==> src/rtl/inter_nxm_arb_if.sv <==
// -----------------------------------------------------------------------------
// inter_nxm_arb_if
//   Bundles the request side (masters -> interconnect) and the issue side
//   (interconnect -> slaves) of the N-master / M-slave request interconnect.
//
//   modport slave  : view of the interconnect itself (it is the slave of the
//                    request masters and drives the slave-facing bus).
//   modport master : view of the environment around it (request generators
//                    and slave register blocks).
//
//   in_valid        N_MST        per-master request strobe
//   data_in         N_MST*D_W    master i word at [i*D_W +: D_W], {slv,addr,value}
//   in_ready        N_MST        master i holding register free
//   ready_slave     N_SLV        slave accepts
//   valid_slave     N_SLV        one-hot request to slave
//   addr_out        ADDR_W       address of granted request
//   value_out       VAL_W        value of granted request
//   handshake_slave N_SLV        one-cycle completion pulse per slave
//   grant_id        MID_W        index of master currently served
//   busy            1            transfer in progress
//   decode_err      1            one-cycle pulse, slave field out of range
// -----------------------------------------------------------------------------
interface inter_nxm_arb_if #(
    parameter int N_MST  = 4,
    parameter int N_SLV  = 4,
    parameter int ADDR_W = 3,
    parameter int VAL_W  = 3
);
    localparam int SLV_W = $clog2(N_SLV);
    localparam int MID_W = $clog2(N_MST);
    localparam int D_W   = SLV_W + ADDR_W + VAL_W;

    logic [N_MST-1:0]     in_valid;
    logic [N_MST*D_W-1:0] data_in;
    logic [N_MST-1:0]     in_ready;
    logic [N_SLV-1:0]     ready_slave;
    logic [N_SLV-1:0]     valid_slave;
    logic [ADDR_W-1:0]    addr_out;
    logic [VAL_W-1:0]     value_out;
    logic [N_SLV-1:0]     handshake_slave;
    logic [MID_W-1:0]     grant_id;
    logic                 busy;
    logic                 decode_err;

    modport slave (
        input  in_valid, data_in, ready_slave,
        output in_ready, valid_slave, addr_out, value_out,
               handshake_slave, grant_id, busy, decode_err
    );

    modport master (
        output in_valid, data_in, ready_slave,
        input  in_ready, valid_slave, addr_out, value_out,
               handshake_slave, grant_id, busy, decode_err
    );
endinterface

==> src/rtl/inter_nxm_arb.sv <==
// -----------------------------------------------------------------------------
// inter_nxm_arb
//   N-master to M-slave request interconnect. Every master owns one holding
//   register for a {slv, addr, value} request. An arbiter (fixed priority,
//   highest index wins, or round-robin) picks one pending request, drives it
//   to the addressed slave with valid/ready and reports completion with a
//   one-cycle handshake pulse on that slave's line. Requests addressing a
//   non-existent slave are dropped with a one-cycle decode_err pulse.
//
//   clk    clock
//   rst_n  synchronous active-low reset
//   bus    inter_nxm_arb_if.slave, all request / issue / status signals
// -----------------------------------------------------------------------------
module inter_nxm_arb #(
    parameter int N_MST   = 4,
    parameter int N_SLV   = 4,
    parameter int ADDR_W  = 3,
    parameter int VAL_W   = 3,
    parameter int RR_MODE = 1
) (
    input  logic           clk,
    input  logic           rst_n,
    inter_nxm_arb_if.slave bus
);
    localparam int SLV_W = $clog2(N_SLV);
    localparam int MID_W = $clog2(N_MST);
    localparam int D_W   = SLV_W + ADDR_W + VAL_W;

    typedef enum logic [1:0] {
        S_IDLE,
        S_ISSUE,
        S_HS
    } state_e;

    state_e            state_q, state_d;
    logic [N_MST-1:0]  pend_q, pend_d, pend_clr, cap, in_rdy;
    logic [D_W-1:0]    req_q [N_MST];
    logic [MID_W-1:0]  ptr_q, ptr_d;
    logic [MID_W-1:0]  grant_q, grant_d;
    logic [ADDR_W-1:0] addr_q, addr_d;
    logic [VAL_W-1:0]  value_q, value_d;
    logic [N_SLV-1:0]  vs_q, vs_d;
    logic [N_SLV-1:0]  hs_q, hs_d;
    logic              derr_q, derr_d;

    logic              any_pend;
    logic [MID_W-1:0]  win;
    logic [D_W-1:0]    win_req;
    logic [SLV_W-1:0]  win_slv;

    function automatic logic [MID_W-1:0] next_ptr(input logic [MID_W-1:0] g);
        return (int'(g) == N_MST - 1) ? '0 : g + MID_W'(1);
    endfunction

    // ------------------------------------------------------------------
    // Capture: a holding register is free whenever it is not pending, but
    // never during reset.
    // ------------------------------------------------------------------
    assign in_rdy       = {N_MST{rst_n}} & ~pend_q;
    assign cap          = bus.in_valid & in_rdy;
    // pend can never be set and cleared together: capture needs !pend.
    assign pend_d       = (pend_q & ~pend_clr) | cap;
    assign bus.in_ready = in_rdy;

    // ------------------------------------------------------------------
    // Arbiter: works on the registered pend vector only, so a request
    // captured on the arbitration edge waits for the next arbitration.
    // ------------------------------------------------------------------
    assign any_pend = |pend_q;

    always_comb begin : arb
        int idx;
        // NOTE: every always_comb output gets a default first so no path
        // through the block can leave it unassigned and infer a latch.
        win = '0;
        idx = 0;
        if (RR_MODE != 0) begin
            // Descending scan: the last hit is the one closest above the
            // pointer (with wrap), which is the round-robin winner.
            for (int k = N_MST - 1; k >= 0; k--) begin
                idx = int'(ptr_q) + k;
                if (idx >= N_MST) idx = idx - N_MST;
                if (pend_q[idx]) win = MID_W'(idx);
            end
        end else begin
            // Ascending scan: the highest pending index wins.
            for (int i = 0; i < N_MST; i++) begin
                if (pend_q[i]) win = MID_W'(i);
            end
        end
    end

    assign win_req = req_q[win];
    assign win_slv = win_req[D_W-1 -: SLV_W];

    // ------------------------------------------------------------------
    // Transfer FSM: next state and registered outputs.
    // ------------------------------------------------------------------
    always_comb begin
        state_d  = state_q;
        ptr_d    = ptr_q;
        grant_d  = grant_q;
        addr_d   = addr_q;
        value_d  = value_q;
        vs_d     = vs_q;
        hs_d     = '0;
        derr_d   = 1'b0;
        pend_clr = '0;

        unique case (state_q)
            // HS arbitrates exactly like IDLE; the handshake pulse drops
            // because hs_d defaults to zero.
            S_IDLE, S_HS: begin
                state_d = S_IDLE;
                if (any_pend) begin
                    grant_d = win;
                    if (int'(win_slv) >= N_SLV) begin
                        // Unroutable request: drop it, never raise valid.
                        pend_clr[win] = 1'b1;
                        derr_d        = 1'b1;
                        ptr_d         = next_ptr(win);
                    end else begin
                        vs_d    = N_SLV'(1) << win_slv;
                        addr_d  = win_req[VAL_W +: ADDR_W];
                        value_d = win_req[VAL_W-1:0];
                        state_d = S_ISSUE;
                    end
                end
            end
            S_ISSUE: begin
                // Only the addressed slave's ready counts.
                if (|(vs_q & bus.ready_slave)) begin
                    pend_clr[grant_q] = 1'b1;
                    vs_d              = '0;
                    addr_d            = '0;
                    value_d           = '0;
                    hs_d              = vs_q;
                    ptr_d             = next_ptr(grant_q);
                    state_d           = S_HS;
                end
            end
            default: state_d = S_IDLE;
        endcase
    end

    // NOTE: sequential state uses non-blocking assignments so every register
    // samples the pre-edge value of every other register.
    always_ff @(posedge clk) begin
        if (!rst_n) begin
            state_q <= S_IDLE;
            pend_q  <= '0;
            ptr_q   <= '0;
            grant_q <= '0;
            addr_q  <= '0;
            value_q <= '0;
            vs_q    <= '0;
            hs_q    <= '0;
            derr_q  <= 1'b0;
        end else begin
            state_q <= state_d;
            pend_q  <= pend_d;
            ptr_q   <= ptr_d;
            grant_q <= grant_d;
            addr_q  <= addr_d;
            value_q <= value_d;
            vs_q    <= vs_d;
            hs_q    <= hs_d;
            derr_q  <= derr_d;
        end
    end

    // NOTE: the request payload registers have no reset; their contents are
    // only ever read while the matching pend bit is set.
    always_ff @(posedge clk) begin
        for (int i = 0; i < N_MST; i++) begin
            if (cap[i]) req_q[i] <= bus.data_in[i*D_W +: D_W];
        end
    end

    assign bus.valid_slave     = vs_q;
    assign bus.addr_out        = addr_q;
    assign bus.value_out       = value_q;
    assign bus.handshake_slave = hs_q;
    assign bus.grant_id        = grant_q;
    assign bus.busy            = (state_q != S_IDLE);
    assign bus.decode_err      = derr_q;

endmodule

==> src/flat_wrapper.sv <==
// flat-port wrapper written by rule: the top's interface ports become plain ports
module inter_nxm_arb_flat 
#(
    parameter int N_MST   = 4,
    parameter int N_SLV   = 4,
    parameter int ADDR_W  = 3,
    parameter int VAL_W   = 3,
    parameter int RR_MODE = 1
)
  (clk, rst_n, bus_in_valid, bus_data_in, bus_ready_slave, bus_in_ready, bus_valid_slave, bus_addr_out, bus_value_out, bus_handshake_slave, bus_grant_id, bus_busy, bus_decode_err);
  inter_nxm_arb_if #(.N_MST(N_MST), .N_SLV(N_SLV), .ADDR_W(ADDR_W), .VAL_W(VAL_W)) bus_i ();
  input  logic clk;
  input  logic rst_n;
  input wire logic [$bits(bus_i.in_valid)-1:0] bus_in_valid;
  input wire logic [$bits(bus_i.data_in)-1:0] bus_data_in;
  input wire logic [$bits(bus_i.ready_slave)-1:0] bus_ready_slave;
  output wire logic [$bits(bus_i.in_ready)-1:0] bus_in_ready;
  output wire logic [$bits(bus_i.valid_slave)-1:0] bus_valid_slave;
  output wire logic [$bits(bus_i.addr_out)-1:0] bus_addr_out;
  output wire logic [$bits(bus_i.value_out)-1:0] bus_value_out;
  output wire logic [$bits(bus_i.handshake_slave)-1:0] bus_handshake_slave;
  output wire logic [$bits(bus_i.grant_id)-1:0] bus_grant_id;
  output wire logic [$bits(bus_i.busy)-1:0] bus_busy;
  output wire logic [$bits(bus_i.decode_err)-1:0] bus_decode_err;
  assign bus_i.in_valid = bus_in_valid;
  assign bus_i.data_in = bus_data_in;
  assign bus_i.ready_slave = bus_ready_slave;
  assign bus_in_ready = bus_i.in_ready;
  assign bus_valid_slave = bus_i.valid_slave;
  assign bus_addr_out = bus_i.addr_out;
  assign bus_value_out = bus_i.value_out;
  assign bus_handshake_slave = bus_i.handshake_slave;
  assign bus_grant_id = bus_i.grant_id;
  assign bus_busy = bus_i.busy;
  assign bus_decode_err = bus_i.decode_err;
  inter_nxm_arb #(.N_MST(N_MST), .N_SLV(N_SLV), .ADDR_W(ADDR_W), .VAL_W(VAL_W), .RR_MODE(RR_MODE)) u_core (.clk(clk), .rst_n(rst_n), .bus(bus_i));
endmodule
==> config.mk <==
export PLATFORM = sky130hd
export DESIGN_NAME = inter_nxm_arb_flat
export DESIGN_NICKNAME = d
export VERILOG_FILES = /design/src/rtl/inter_nxm_arb_if.sv /design/src/rtl/inter_nxm_arb.sv /design/src/flat_wrapper.sv
export SDC_FILE = /design/constraint.sdc
export NUM_CORES = 1
export LEC_CHECK = 0
export CORE_MARGIN = 3
export CORE_UTILIZATION = 45
export CTS_BUF_LIST = sky130_fd_sc_hd__clkbuf_4 sky130_fd_sc_hd__clkbuf_8
export CTS_CLUSTER_SIZE = 14
export DETAILED_ROUTE_END_ITERATION = 12
export PLACE_DENSITY = 0.78
export SLEW_MARGIN = 20
export SYNTH_ARGS = -nofsm -noshare
export SYNTH_HDL_FRONTEND = slang
export SYNTH_SLANG_ARGS = --single-unit
==> constraint.sdc <==
create_clock -name clk -period 1.75 [get_ports clk]
set_clock_uncertainty 0.05 [all_clocks]
set_input_delay 0.35 -clock clk [delete_from_list [all_inputs] [get_ports clk]]
set_output_delay 0.35 -clock clk [all_outputs]
set_load 0.01 [all_outputs]
==> impl_metrics.json <==
{
  "outcome": "finished, violations left",
  "violations": "setup timing",
  "path_max_fanout": 4,
  "netlist_top_cells_area": "edfxtp_1 40%, dfxtp_1 20%, nand3_1 4.6%",
  "fin_tns_setup_ns": -0.617,
  "synthCells": 189,
  "antennaDiodeCount": 0,
  "overflow": 0,
  "synthAdderAreaFrac_pct": 2.10,
  "insertion_delay_ns": 0.31,
  "area_growth_pct": 47.2,
  "die_y_um": 78.8,
  "setup_violations": 10,
  "placed_cells_incl_taps": 333,
  "postRouteAntennaNets": 0,
  "drc": 0,
  "synth.largest_area_cell": "edfxtp_1",
  "startpoint_type": "register",
  "drtPass1Iterations": 4,
  "synth.mux.area_fraction_pct": 6.72,
  "ys.flop_type": "edfxtp_1",
  "fp.coreArea_um2": 4910,
  "syn_area_um2": 2380,
  "ys_seq_area_share_pct": 60.4,
  "critical_path_class": "register to register",
  "antenna_found_initial": 0,
  "slew_viol_final": 0,
  "synth_most_common_cell": "edfxtp_1",
  "path_cells": "nand2b_4, o211a_4, nor2_4, buf_4, mux2i_4, mux2i_2, o32ai_2",
  "syn_nets": 235,
  "rsz0062_at_grt": "yes",
  "fp.dieW_um": 78.8,
  "tritoncts": "built",
  "port_buffers": 62,
  "cts_buffers": 5,
  "final_cells": 345,
  "ctsHoldBuffers": 0,
  "powerDensity_nw_per_um2": 843,
  "clk_pin_slew_worst_paths_ns": 0.10,
  "start_util_pct": 48.6,
  "grt_max_degree": 22,
  "ys_warn_count": 0,
  "path_buf_inv": 1,
  "endpoint_kind": "register",
  "fmax_mhz": 539,
  "crit_path_max_incr_delay_ns": 0.33,
  "synthDistinctLibCells": 42,
  "clock_path_buffers": 2,
  "finalWirelength_um": 5660,
  "ys_seq_elements": 56,
  "crit_family": "compound AO/OA/AOI/OAI gates",
  "grt.total_usage_pct": 19.3,
  "synth_compound_area_share_pct": 13.1,
  "cts.sinks": 56,
  "cp.required_ns": 1.93,
  "vias_per_cell": 5.28,
  "htree_levels": 2,
  "io-pin-count": 64,
  "maxCapViolations": 0,
  "arrival_ns": 2.03,
  "cp_slowest_cell": "dfxtp_2",
  "synth_top_family_by_area": "simple AND/OR/NAND/NOR gates",
  "postSynth.asyncResetShare_pct": 0,
  "cts-root-buf": "clkbuf_8",
  "num_rows": 25,
  "yosys.area.top_type_share_pct": 40.3,
  "vias": 1823,
  "layout-drive-gt1-share_pct": 26.6,
  "ir_worst_vdd_v": 0.000622,
  "nNetsFinal": 323,
  "synthXorXnorAreaFrac_pct": 0,
  "synthSimpleGateAreaFrac_pct": 13.9,
  "p_leak_nw": 1.31,
  "die-area_um2": 6210,
  "hold_path_class": "register to register",
  "drtIter0Drc": 114,
  "avgSynthCellArea_um2": 12.6,
  "netlist_top_cells_count": "32 x edfxtp_1, 24 x dfxtp_1, 22 x nand3_1",
  "globalplace.congestion": 0.826,
  "fin_ws_ns": -0.105,
  "wl_per_cell_um": 16.4,
  "min_period_ns": 1.85,
  "fin_crit_sh_pct": 106,
  "hold_viol_final": 0,
  "grt_pass1_wl_um": 9110,
  "synth-edff-count": 32,
  "dpl.hpwl_um": 4060,
  "grt_pass1_vias": 1907
}
==> final timing paths <==
| path | startpoint | endpoint | slack, ns | depth (start not counted) |
|---|---|---|---|---|
| setup / recovery | u_core.pend_q[1] | u_core.bus.valid_slave[0] | -0.10 | 7 |
| hold / removal | u_core.bus.addr_out[0] | u_core.bus.addr_out[0] | 0.44 | 2 |
| setup reg to reg | u_core.pend_q[1] | u_core.bus.valid_slave[0] | -0.10 | 7 |
| hold reg to reg | u_core.bus.addr_out[0] | u_core.bus.addr_out[0] | 0.44 | 2 |
==> through the flow <==
step	hold slack (ns)	setup slack (ns)	power (mW)	area (um^2)	util [%]
floorplan	0.399	0.00224	1.86	2390	-
global placement	0.410	-0.330	2.16	3250	66.2
detailed placement	0.436	-0.366	2.18	3250	66.2
CTS	0.430	-0.0984	2.93	3430	69.9
global route	0.458	-0.153	3.11	3510	71.5
finish	0.436	-0.105	2.96	3510	71.5
==> state kept, by name, indices dropped and copies added (netlist names) <==
register,count
u_core.bus.value_out,3
u_core.pend_q,4
u_core.bus.grant_id,2
u_core.bus.valid_slave,4
u_core.bus.handshake_slave,4
u_core.bus.addr_out,3
u_core.req_q,32
u_core.state_q,2
u_core.ptr_q,2
==> worst reg2reg max path, stage by stage, from the launching register on <==
cell and delay, ns:
dfxtp_2 0.33, nand2b_4 0.14, o211a_4 0.26, nor2_4 0.19, buf_4 0.16, mux2i_4 0.25
mux2i_2 0.13, o32ai_2 0.26
==> cell usage in the layout (no fill, tap or decap), types with 6 or more instances in the layout <==
cell / count
clkdlybuf4s50_1: 56
edfxtp_1: 32
nand3_1: 22
buf_4: 22
dfxtp_1: 17
o21ai_0: 10
mux2_4: 8
nand2_1: 7
o211ai_1: 7
a21boi_1: 6
dlygate4sd2_1: 6
==> metal layers <==
layer  track usage (%)  wire [um]  vias up
li1                  -          -      876
met1              22.3       2280      875
met2              34.0       2930       61
met3              5.33        343       11
met4              6.82        102        0
met5                 0          0        -
==> kinds of logic after synthesis <==
logic type / Yosys count
buffers and inverters: 12
adders and majority gates: 4
and+or+nand+nor: 58
AOI/OAI and AO/OA: 43
DFF: 56
other: 1
muxes: 15
==> power by group <==
| part | leakage, nW | switching [mW] | internal [mW] | total [mW] |
|---|---|---|---|---|
| combinational | 0.761 | 0.310 | 0.397 | 0.708 |
| clock | 0.0493 | 0.402 | 0.318 | 0.720 |
| sequential | 0.496 | 0.0577 | 1.47 | 1.53 |
| total | 1.31 | 0.770 | 2.19 | 2.96 |
==> timing repair <==
| action | CTS | global route |
|---|---|---|
| setup buffers | 2 | 2 |
| resized for setup | 34 | 14 |
| pin swaps | 13 | 5 |
| endpoints found under the setup margin | 16 | 16 |
==> layout make-up <==
| cell class | instances | area (um^2) |
|---|---|---|
| Sequential cell | 56 | 1460 |
| Fill cell | 362 | 1400 |
| Multi-Input combinational cell | 121 | 986 |
| Timing Repair Buffer | 90 | 881 |
| Clock buffer | 7 | 83.8 |
| Tap cell | 67 | 83.8 |
| Inverter | 3 | 11.3 |
| Clock inverter | 1 | 8.76 |
Note: power is estimated with default switching activity, not from simulation.
